===== src/rtl/nunchuk_decoder.sv =====
// Streaming Wii Nunchuk report decoder: assembles 6-byte frames and registers the decoded outputs.
// Defining NUNCHUK_AVG_EN block-averages the accelerometer over 2^AVG_LOG2 frames.
module nunchuk_decoder #(
    parameter int unsigned ACCEL_W  = 10,
    parameter int unsigned DEADZONE = 8,
    parameter int unsigned AVG_LOG2 = 2
) (
    input  logic               clk,
    input  logic               rst_n,
    input  logic [7:0]         byte_in,
    input  logic               byte_valid,
    input  logic               frame_start,
    output logic [7:0]         stick_x,
    output logic [7:0]         stick_y,
    output logic [ACCEL_W-1:0] accel_x,
    output logic [ACCEL_W-1:0] accel_y,
    output logic [ACCEL_W-1:0] accel_z,
    output logic               z,
    output logic               c,
    output logic               z_press,
    output logic               c_press,
    output logic               z_release,
    output logic               c_release,
    output logic               frame_valid,
    output logic               accel_valid,
    output logic               frame_err
);

    if (ACCEL_W < 1 || ACCEL_W > 10) begin : g_bad_accel_w
        $error("nunchuk_decoder: ACCEL_W must be 1..10");
    end
    if (DEADZONE > 127) begin : g_bad_deadzone
        $error("nunchuk_decoder: DEADZONE must be 0..127");
    end
    if (AVG_LOG2 > 4) begin : g_bad_avg_log2
        $error("nunchuk_decoder: AVG_LOG2 must be 0..4");
    end

    logic [2:0]      idx_q, idx_d;
    logic [5:0][7:0] hold_q, hold_d;
    logic            pend_q, pend_d;
    logic            err_q, err_d;

    // Byte capture; pend_q marks a complete frame sitting in hold_q for one cycle.
    always_comb begin
        idx_d  = idx_q;
        hold_d = hold_q;
        pend_d = 1'b0;
        err_d  = 1'b0;
        if (byte_valid) begin
            if (frame_start) begin
                hold_d[0] = byte_in;
                idx_d     = 3'd1;
                err_d     = (idx_q != 3'd0);
            end else begin
                hold_d[idx_q] = byte_in;
                if (idx_q == 3'd5) begin
                    idx_d  = 3'd0;
                    pend_d = 1'b1;
                end else begin
                    idx_d = idx_q + 3'd1;
                end
            end
        end
    end

    always_ff @(posedge clk or negedge rst_n) begin
        if (!rst_n) begin
            idx_q  <= 3'd0;
            hold_q <= '0;
            pend_q <= 1'b0;
            err_q  <= 1'b0;
        end else begin
            idx_q  <= idx_d;
            hold_q <= hold_d;
            pend_q <= pend_d;
            err_q  <= err_d;
        end
    end

    assign frame_err = err_q;

    logic [9:0] raw_ax, raw_ay, raw_az;
    logic       z_new, c_new;

    assign raw_ax = {hold_q[2], hold_q[5][3:2]};
    assign raw_ay = {hold_q[3], hold_q[5][5:4]};
    assign raw_az = {hold_q[4], hold_q[5][7:6]};
    assign z_new  = ~hold_q[5][0];
    assign c_new  = ~hold_q[5][1];

    // raw ^ 0x80 is raw - 128 as signed 8-bit; magnitude needs 9 bits for -128.
    function automatic logic [7:0] stick_decode(input logic [7:0] raw);
        logic [7:0] s;
        logic [8:0] mag;
        s   = raw ^ 8'h80;
        mag = s[7] ? (9'd256 - {1'b0, s}) : {1'b0, s};
        return (mag <= 9'(DEADZONE)) ? 8'h00 : s;
    endfunction

    always_ff @(posedge clk or negedge rst_n) begin
        if (!rst_n) begin
            stick_x     <= 8'h00;
            stick_y     <= 8'h00;
            z           <= 1'b0;
            c           <= 1'b0;
            z_press     <= 1'b0;
            c_press     <= 1'b0;
            z_release   <= 1'b0;
            c_release   <= 1'b0;
            frame_valid <= 1'b0;
        end else begin
            frame_valid <= pend_q;
            z_press     <= 1'b0;
            c_press     <= 1'b0;
            z_release   <= 1'b0;
            c_release   <= 1'b0;
            if (pend_q) begin
                stick_x   <= stick_decode(hold_q[0]);
                stick_y   <= stick_decode(hold_q[1]);
                z         <= z_new;
                c         <= c_new;
                z_press   <= z_new & ~z;
                c_press   <= c_new & ~c;
                z_release <= ~z_new & z;
                c_release <= ~c_new & c;
            end
        end
    end

`ifdef NUNCHUK_AVG_EN
    localparam int unsigned AccW = 10 + AVG_LOG2;
    localparam int unsigned CntW = (AVG_LOG2 > 0) ? AVG_LOG2 : 1;

    logic [AccW-1:0] acc_x_q, acc_y_q, acc_z_q;
    logic [AccW-1:0] sum_x, sum_y, sum_z;
    logic [9:0]      avg_x, avg_y, avg_z;
    logic [CntW-1:0] cnt_q;
    logic            last_frame;

    // The current frame is folded into the sum so the block result is ready on its last frame.
    always_comb begin
        sum_x      = acc_x_q + AccW'(raw_ax);
        sum_y      = acc_y_q + AccW'(raw_ay);
        sum_z      = acc_z_q + AccW'(raw_az);
        avg_x      = 10'(sum_x >> AVG_LOG2);
        avg_y      = 10'(sum_y >> AVG_LOG2);
        avg_z      = 10'(sum_z >> AVG_LOG2);
        last_frame = (cnt_q == CntW'((1 << AVG_LOG2) - 1));
    end

    always_ff @(posedge clk or negedge rst_n) begin
        if (!rst_n) begin
            acc_x_q     <= '0;
            acc_y_q     <= '0;
            acc_z_q     <= '0;
            cnt_q       <= '0;
            accel_x     <= '0;
            accel_y     <= '0;
            accel_z     <= '0;
            accel_valid <= 1'b0;
        end else begin
            accel_valid <= 1'b0;
            if (pend_q) begin
                if (last_frame) begin
                    accel_x     <= avg_x[9 -: ACCEL_W];
                    accel_y     <= avg_y[9 -: ACCEL_W];
                    accel_z     <= avg_z[9 -: ACCEL_W];
                    accel_valid <= 1'b1;
                    acc_x_q     <= '0;
                    acc_y_q     <= '0;
                    acc_z_q     <= '0;
                    cnt_q       <= '0;
                end else begin
                    acc_x_q <= sum_x;
                    acc_y_q <= sum_y;
                    acc_z_q <= sum_z;
                    cnt_q   <= cnt_q + CntW'(1);
                end
            end
        end
    end
`else
    always_ff @(posedge clk or negedge rst_n) begin
        if (!rst_n) begin
            accel_x     <= '0;
            accel_y     <= '0;
            accel_z     <= '0;
            accel_valid <= 1'b0;
        end else begin
            accel_valid <= pend_q;
            if (pend_q) begin
                accel_x <= raw_ax[9 -: ACCEL_W];
                accel_y <= raw_ay[9 -: ACCEL_W];
                accel_z <= raw_az[9 -: ACCEL_W];
            end
        end
    end
`endif

endmodule


===== config.mk =====
export PLATFORM = sky130hd
export DESIGN_NAME = nunchuk_decoder
export DESIGN_NICKNAME = d
export VERILOG_FILES = /design/src/rtl/nunchuk_decoder.sv
export SDC_FILE = /design/constraint.sdc
export NUM_CORES = 1
export LEC_CHECK = 0
export CAP_MARGIN = 20
export CORE_ASPECT_RATIO = 0.6
export CORE_MARGIN = 2
export CORE_UTILIZATION = 52
export DETAILED_ROUTE_END_ITERATION = 8
export GPL_ROUTABILITY_DRIVEN = 0
export PLACE_DENSITY = 0.76
export SKIP_LAST_GASP = 1
export SLEW_MARGIN = 10
export SYNTH_ARGS = -nofsm -noshare
export SYNTH_HDL_FRONTEND = slang
export SYNTH_SLANG_ARGS = --single-unit

===== constraint.sdc =====
create_clock -name clk -period 2.1 [get_ports clk]
set_input_delay 0.42 -clock clk [delete_from_list [all_inputs] [get_ports clk]]
set_output_delay 0.42 -clock clk [all_outputs]
set_load 0.02 [all_outputs]

==> flow_summary.yaml, run 1 <==
detailed_routing:
  first_pass_iters: 4
  remaining_drc_errors: 0
  vias: 2410
  viasPerCell: 5.43
  ant_nets: 0
  avgRoutedWirePerCell_microns: 17.7
  drt_iter0_markers: 149
  totalWireLength_mm: 7.84
final_layout:
  final_area_sq_um: 5190
  nNetsFinal: 347
  final_layout_size_suffix_gt1_share_pct: 33.2
  diodes: 0
  synthToLayoutAreaGrowth_pct: 29.4
clocking:
  cts_setup_buffers: 0
  path_clk_slew_ps: 70
  clock_latency_ps: 340
  ctsResizeCount: 0
  cts_sinks: 106
  cts-buffers-inserted: 9
  clock-root-buffer: "clkbuf_16"
  postCtsHoldBufs: 0
  htreeDepth: 3
  cts_tree: "done"
  clockBufferDepth: 2
placed_design:
  hpwl_mm: 5.44
  io_buffers: 66
  dpl-instance-area_sq_um: 4880
grt:
  grt-ovfl-total: 0
  grt_antenna_before_repair: 0
  track_usage_pct: 20.1
  grt_pass1_vias: 2438
  grt_max_degree: 50
  grt_pass1_wl_mm: 12.9
critical_path:
  crit_path_cell_trace: "clkdlybuf4s50_1"
  rr_worst_depth: 3
  crit_buf_inv: 1
  critPathLaunchType: "flip-flop"
  worst-path-stages: 1
  critPathMaxStageDelay_ps: 620
  rrSetupSlack_ps: 350
  required_ps: 1680
  cp_max_fo: 4
  cp-startpoint: "z$_DFFE_PN0P_"
  timing.rr.start: "hold_q[13]$_DFFE_PN0P_"
  critPathArrivalTime_ps: 1350
  r2r-end: "stick_y[3]$_DFFE_PN0P_"
  cp_top_family: "buffers and inverters"
  cp-end-kind: "output port"
  critical_path_class: "flip-flop to output port"
  cp-endpoint: "z"
  slowest_stage: "clkdlybuf4s50_1"
logic_synthesis:
  syn_avg_cell_area_sq_um: 15.7
  synth.most_common_cell: "dfrtp_1"
  ys_ff_latch: 106
  syn_inst: 256
  synthFlopType: "dfrtp_1"
  seq_area_frac_synth_pct: 66.1
  synth_fp_nets: 268
  synth.cell_area_sq_um: 4010
  ys_types: 32
  ys_top_cells_by_count: "106 x dfrtp_1, 77 x mux2_2, 7 x a32o_1"
  synth_top_area_share_pct: 66.1
  synth_area_leaders: "dfrtp_1 66%, mux2_2 22%, a32o_1 1.7%, a22o_1 1.3%, o2bb2ai_1 0.65%"
  yosysWarnings: 0
  synth_edf_count: 0
  synthArstFlopShare_pct: 100
  synth_top_area_cell: "dfrtp_1"
power:
  powerDensity_nw_per_um2: 1320
  power.leakage_nw: 2.36
  total_power_mw: 6.88
  peakVddDrop_uv: 834
timing:
  setup_violations: 0
  relSlewSlack_pct: 63.4
  worst_slew_pin_slew_ps: 549
  fmax_mhz: 563
  rsz0062_at_grt: "no"
  finalHoldViolCount: 0
  layout_min_cycle_time_ps: 1770
  setup-tns-final_ps: 0
  period_share_pct: 84.5
  drv_slew: 0
  clock_skew_ps: 4.31
floorplan:
  die-width_microns: 117
  ios: 67
  std_cell_rows: 24
  die_height_microns: 72.1
  initial_core_util_pct: 54.6
  coreArea_sq_um: 7360
  die_area_sq_um: 8460
run:
  cap_violations: 0
run_status:
  outcome: "finished, final reports clean"
worst_hold_path:
  hp-class: "primary input to asynchronous set/reset pin"
[final cells by class]
type,instances,area [sq um]
inverters,4,15.0
multi-input cells,135,1300
clock inverters,6,90.1
repair buffers,79,781
fillers,512,2160
clock buffers,10,229
flip-flops and latches,106,2650
well taps,104,130
[per-stage QoR]
step / hold slack, ps / util (%) / setup WS (ps) / std cells
floorplan: 124 / - / 413 / 256
global placement: 403 / 66.3 / 132 / 428
detailed placement: 409 / 66.3 / 102 / 428
CTS: 44.9 / 70.6 / 317 / 444
global route: 64.7 / 70.6 / 287 / 444
finish: 36.7 / 70.6 / 325 / 444
[sequential cells by signal, indices dropped and copies added, names as in the netlist, 3 cells and up]
signal,flops
stick_y,8
accel_y,10
idx_q,3
stick_x,8
hold_q,48
accel_z,10
accel_x,10
[how the worst min path moves through the flow]
stage	from	endpoint	cells after the start
global placement	rst_n	stick_x[2]$_DFFE_PN0P_	1
CTS	rst_n	stick_x[0]$_DFFE_PN0P_	1
floorplan	rst_n	accel_valid$_DFF_PN0_	0
global route	rst_n	hold_q[3]$_DFFE_PN0P_	1
detailed placement	rst_n	stick_x[0]$_DFFE_PN0P_	1
finish	rst_n	stick_x[0]$_DFFE_PN0P_	1
[logic make-up (layout without fill, tap and decap cells)]
family                 after synthesis  in the layout  synth area share (%)
AOI/OAI and AO/OA                   26             26                  5.33
buffers and inverters               15             99                  1.59
DFF                                106            106                  66.1
muxes                               78             78                  21.9
and+or+nand+nor                     31             31                  5.11
[power by group]
part	total, mW	internal (mW)	switching (mW)
clock	1.76	1.05	0.716
sequential	3.17	2.73	0.442
combinational	1.95	1.11	0.833
total	6.88	4.89	1.99
[layer usage]
metal / global-route usage, % / routed length, microns / vias up
met5: 0 / 0 / -
li1: - / - / 1091
met3: 5.82 / 342 / 13
met2: 29.8 / 3530 / 57
met4: 5.62 / 85 / 0
met1: 29.5 / 3880 / 1249
[cells in the final DEF (no fill, tap or decap), types with 4 or more instances in the layout]
master           Yosys  routed
buf_4                1      12
nand2_1              6       6
clkbuf_16            0       9
a22o_1               6       6
a32o_1               7       7
nor2_1               6       6
dfrtp_1            106     106
o21ai_0              4       4
inv_1                4       4
clkdlybuf4s50_1      0      65
mux2_2              77      77
No activity file was read; power rests on OpenSTA's default activity.
==> run 2, diff against run 1 <==
Settings changed: CORE_UTILIZATION 52 to 47, PLACE_DENSITY 0.76 to 0.73.
Clock period 2.1 ns to 1.5 ns, I/O delays scaled along.
==> flow_summary.yaml, run 2 (synthesized netlist as in run 1, its figures left out) <==
run_status:
  outcome: "complete, but fails checks"
  failed_checks: "setup timing"
final_layout:
  final_cell_mix: "103 x dfrtp_1, 69 x mux2_2, 54 x dlygate4sd2_1"
  multi_input_area_sq_um: 1360
  nNetsFinal: 364
  diodes: 0
  top_register: "hold_q"
  final_area_sq_um: 5410
  final_layout_size_suffix_gt1_share_pct: 38.7
  final_common_cell: "dfrtp_1"
  fin_cells: 469
  regArea_sq_um: 2660
  num-fill-cells: 636
  largest_register_ffs: 48
  synthToLayoutAreaGrowth_pct: 34.7
detailed_routing:
  wl_met2_mm: 3.80
  ant_nets: 0
  first_pass_iters: 4
  viasPerCell: 5.30
  drt-met1-wl_mm: 4.21
  totalWireLength_mm: 8.60
  remaining_drc_errors: 0
  wl_met3_microns: 524
  top_layer: "met4"
  avgRoutedWirePerCell_microns: 18.3
  drt_iter0_markers: 133
  vias: 2485
floorplan:
  die_area_sq_um: 9320
  coreArea_sq_um: 8390
  die-width_microns: 123
  std_cell_rows: 26
  die_height_microns: 75.6
  ios: 67
  initial_core_util_pct: 47.8
critical_path:
  cp-end-kind: "flip-flop"
  cp_max_fo: 2
  critical_path_class: "flip-flop to flip-flop"
  critPathArrivalTime_ps: 1900
  critPathLaunchType: "flip-flop"
  required_ps: 1730
worst_hold_path:
  hp-class: "primary input to asynchronous set/reset pin"
power:
  powerDensity_nw_per_um2: 1780
  peakVddDrop_uv: 1050
  pwr-share-clk_pct: 26.6
  seq_power_share_pct: 45.8
  swShare_pct: 29.4
  p_int_mw: 6.77
  power.leakage_nw: 2.74
  power_switching_mw: 2.83
  pwr-share-comb_pct: 27.6
placed_design:
  placed_cells: 449
  hpwl_mm: 5.84
  dpl-instance-area_sq_um: 5020
  io_buffers: 66
clocking:
  clock-root-buffer: "clkbuf_16"
  path_clk_slew_ps: 70
  htreeDepth: 3
  cts_tree: "done"
  clockBufferDepth: 2
  cts-buffers-inserted: 9
  cts_sinks: 106
  clock_latency_ps: 340
timing:
  rsz0062_at_grt: "yes"
  period_share_pct: 111
  relSlewSlack_pct: 73.0
  layout_min_cycle_time_ps: 1670
  clock_skew_ps: 6.81
  fmax_mhz: 599
  finalHoldViolCount: 0
  fin_ws_ps: -169
  drv_slew: 0
  worst_slew_pin_slew_ps: 404
  setup_violations: 8
grt:
  grt_pass1_vias: 2475
  grt-ovfl-total: 0
  grt_antenna_before_repair: 0
  grt_pass1_wl_mm: 13.4
  track_usage_pct: 19.8
  grt_max_degree: 39
run:
  cap_violations: 0
-- run 2: cell types whose count changed in the layout (fill, tap and decap cells not counted), moves of 8 or more --
cell / previous run / this run
dlygate4sd2_1: 0 / 54
buf_4: 12 / 22
clkdlybuf4s50_1: 65 / 9
mux2_4: 0 / 8
mux2_2: 77 / 69
-- run 2: timing repair --
action                                  4_1_cts  5_1_grt
endpoints found under the setup margin       81       40
endpoints found under the hold margin        12        0
gates cloned                                  0        1
pin swaps                                     3        1
buffers inserted                              1        1
resized for setup                            60       15
hold buffers                                  1        0
-- run 2: worst paths after layout --
path	slack, ps	depth (start not counted)	from	endpoint
setup / recovery	-170	3	hold_q[12]$_DFFE_PN0P_	stick_y[3]$_DFFE_PN0P_
hold / removal	370	2	rst_n	hold_q[4]$_DFFE_PN0P_
setup reg to reg	-170	3	hold_q[12]$_DFFE_PN0P_	stick_y[3]$_DFFE_PN0P_
hold reg to reg	480	1	z$_DFFE_PN0P_	z_press$_DFF_PN0_
max in group asynchronous	640	3	rst_n	hold_q[34]$_DFFE_PN0P_
min in group clk	400	3	frame_start	idx_q[1]$_DFFE_PN0P_
-- run 2: layout make-up --
type | instances | area share (%)
Tap cell | 112 | 2.59
Clock buffer | 11 | 4.67
Sequential cell | 106 | 49.1
Inverter | 4 | 0.278
Clock inverter | 5 | 1.57
Timing Repair Buffer | 96 | 16.6
Multi-Input combinational cell | 135 | 25.2
-- run 2: through the flow --
| step | hold slack [ps] | setup TNS, ps | util (%) | total power [mW] | setup WS [ps] |
|---|---|---|---|---|---|
| after global placement | 184 | -14940 | 59.8 | 7.26 | -348 |
| after global routing | 383 | -891 | 64.4 | 10.1 | -212 |
| final | 372 | -559 | 64.4 | 9.60 | -169 |
| after detailed placement | 186 | -16640 | 59.8 | 7.36 | -365 |
| after floorplan | 4.41 | -1030 | - | 5.86 | -107 |
| after CTS | 362 | -605 | 63.7 | 9.64 | -158 |
-- run 2: critical path: stages, from the launching register on --
cell and delay, ps:
dfrtp_1 380, or4b_4 540, or4_4 410, a32o_1 220
-- run 2: layer usage --
layer  up-vias  track usage [%]
li1       1127                -
met5         -                0
met1      1281             28.3
met3         9             6.74
met2        68             28.8
met4         0             6.31
-- run 2: power by group through the flow --
stage	clock [mW]	sequential (mW)	combinational (mW)
after detailed placement	0	4.45	2.91
after global routing	2.76	4.53	2.85
final	2.56	4.40	2.65
after global placement	0	4.41	2.84
after CTS	2.62	4.39	2.62
after floorplan	0	4.87	0.990
==> run 3, diff against run 2 <==
Settings changed: SKIP_LAST_GASP 1 to default.
==> flow_summary.yaml, run 3 (synthesized netlist as in run 1, its figures left out) <==
clocking:
  cts_tree: "done"
  clockBufferDepth: 2
  cts-buffers-inserted: 9
  cts_sinks: 106
  path_clk_slew_ps: 70
  clock-root-buffer: "clkbuf_16"
  clock_latency_ps: 340
  htreeDepth: 3
timing:
  layout_min_cycle_time_ps: 1670
  relSlewSlack_pct: 73.0
  fin_ws_ps: -169
  rsz0062_at_grt: "yes"
  clock_skew_ps: 6.34
  fmax_mhz: 599
  finalHoldViolCount: 0
  whs_ps: 372
  worst_slew_pin_slew_ps: 404
  setup_violations: 7
  period_share_pct: 111
  drv_slew: 0
detailed_routing:
  drt_iter0_markers: 134
  avgRoutedWirePerCell_microns: 18.3
  vias: 2488
  first_pass_iters: 4
  totalWireLength_mm: 8.60
  viasPerCell: 5.30
  remaining_drc_errors: 0
  ant_nets: 0
critical_path:
  cp-end-kind: "flip-flop"
  required_ps: 1730
  critical_path_class: "flip-flop to flip-flop"
  critPathLaunchType: "flip-flop"
  cp_max_fo: 2
  critPathArrivalTime_ps: 1900
final_layout:
  regArea_sq_um: 2660
  final_common_cell: "dfrtp_1"
  final_cell_mix: "103 x dfrtp_1, 69 x mux2_2, 54 x dlygate4sd2_1"
  diodes: 0
  num-fill-cells: 634
  synthToLayoutAreaGrowth_pct: 34.8
  fin_cells: 469
  top_register: "hold_q"
  largest_register_ffs: 48
  nNetsFinal: 364
  multi_input_area_sq_um: 1360
  final_layout_size_suffix_gt1_share_pct: 38.7
floorplan:
  die_height_microns: 75.6
  ios: 67
  die-width_microns: 123
  std_cell_rows: 26
  die_area_sq_um: 9320
  coreArea_sq_um: 8390
  initial_core_util_pct: 47.8
power:
  power.leakage_nw: 2.74
  peakVddDrop_uv: 1050
  powerDensity_nw_per_um2: 1780
run_status:
  failed_checks: "setup timing"
  outcome: "complete, but fails checks"
placed_design:
  hpwl_mm: 5.84
  io_buffers: 66
  placed_cells: 449
  pre_cts_ws_ps: -365
grt:
  grt_antenna_before_repair: 0
  grt_pass1_vias: 2475
  track_usage_pct: 19.8
  grt_max_degree: 39
  grt_pass1_wl_mm: 13.4
  grt-ovfl-total: 0
run:
  cap_violations: 0
worst_hold_path:
  hp-class: "primary input to asynchronous set/reset pin"
## run 3: worst paths after layout
kind | to | from | depth (start not counted) | slack, ps
worst max-delay path | stick_y[3]$_DFFE_PN0P_ | hold_q[12]$_DFFE_PN0P_ | 3 | -170
worst min-delay path | hold_q[4]$_DFFE_PN0P_ | rst_n | 2 | 370
worst max register to register | stick_y[3]$_DFFE_PN0P_ | hold_q[12]$_DFFE_PN0P_ | 3 | -170
worst min register to register | z_press$_DFF_PN0_ | z$_DFFE_PN0P_ | 1 | 480
max in group asynchronous | hold_q[34]$_DFFE_PN0P_ | rst_n | 3 | 640
min in group clk | idx_q[1]$_DFFE_PN0P_ | frame_start | 3 | 400
## run 3: report_power, final
part | internal (mW) | total [mW] | leakage [nW] | switching, mW
Sequential | 3.82 | 4.40 | 1.37 | 0.579
Clock | 1.56 | 2.56 | 0.162 | 0.998
Combinational | 1.39 | 2.65 | 1.20 | 1.25
Total | 6.77 | 9.60 | 2.74 | 2.83
## run 3: critical path, cell delays in order, from the launching register on
cell,delay [ps]
dfrtp_1,380
or4b_4,540
or4_4,410
a32o_1,220
## run 3: what timing repair did
item                                    4_1_cts  5_1_grt
pin swaps                                     3        1
gates resized for setup                      60       16
hold buffers                                  1        0
hold endpoints to repair                     12        0
endpoints found under the setup margin       81       40
cloned                                        0        1
buffers inserted                              1        1
## run 3: final cells by class
class	count	share of cell area, %
clock buffer	11	4.67
clock inverter	5	1.57
inverter	4	0.278
multi-input combinational	135	25.1
sequential	106	49.1
tap	112	2.59
timing repair buffer	96	16.7
## run 3: routing by layer
layer | GRT usage, % | vias up | wire length (microns)
met5 | 0 | - | 0
met4 | 6.31 | 0 | 55
met3 | 6.74 | 8 | 542
met2 | 28.8 | 72 | 3810
met1 | 28.3 | 1281 | 4190
li1 | - | 1127 | -
## run 3: per-stage QoR
stage	TNS, ps	power [mW]	utilization [%]	instance area, sq um
after CTS	-605	9.64	63.7	5340
final	-558	9.60	64.5	5410
after global placement	-14940	7.26	59.8	5020
after floorplan	-1030	5.86	-	4040
after detailed placement	-16640	7.36	59.8	5020
after global routing	-794	10.1	64.5	5410
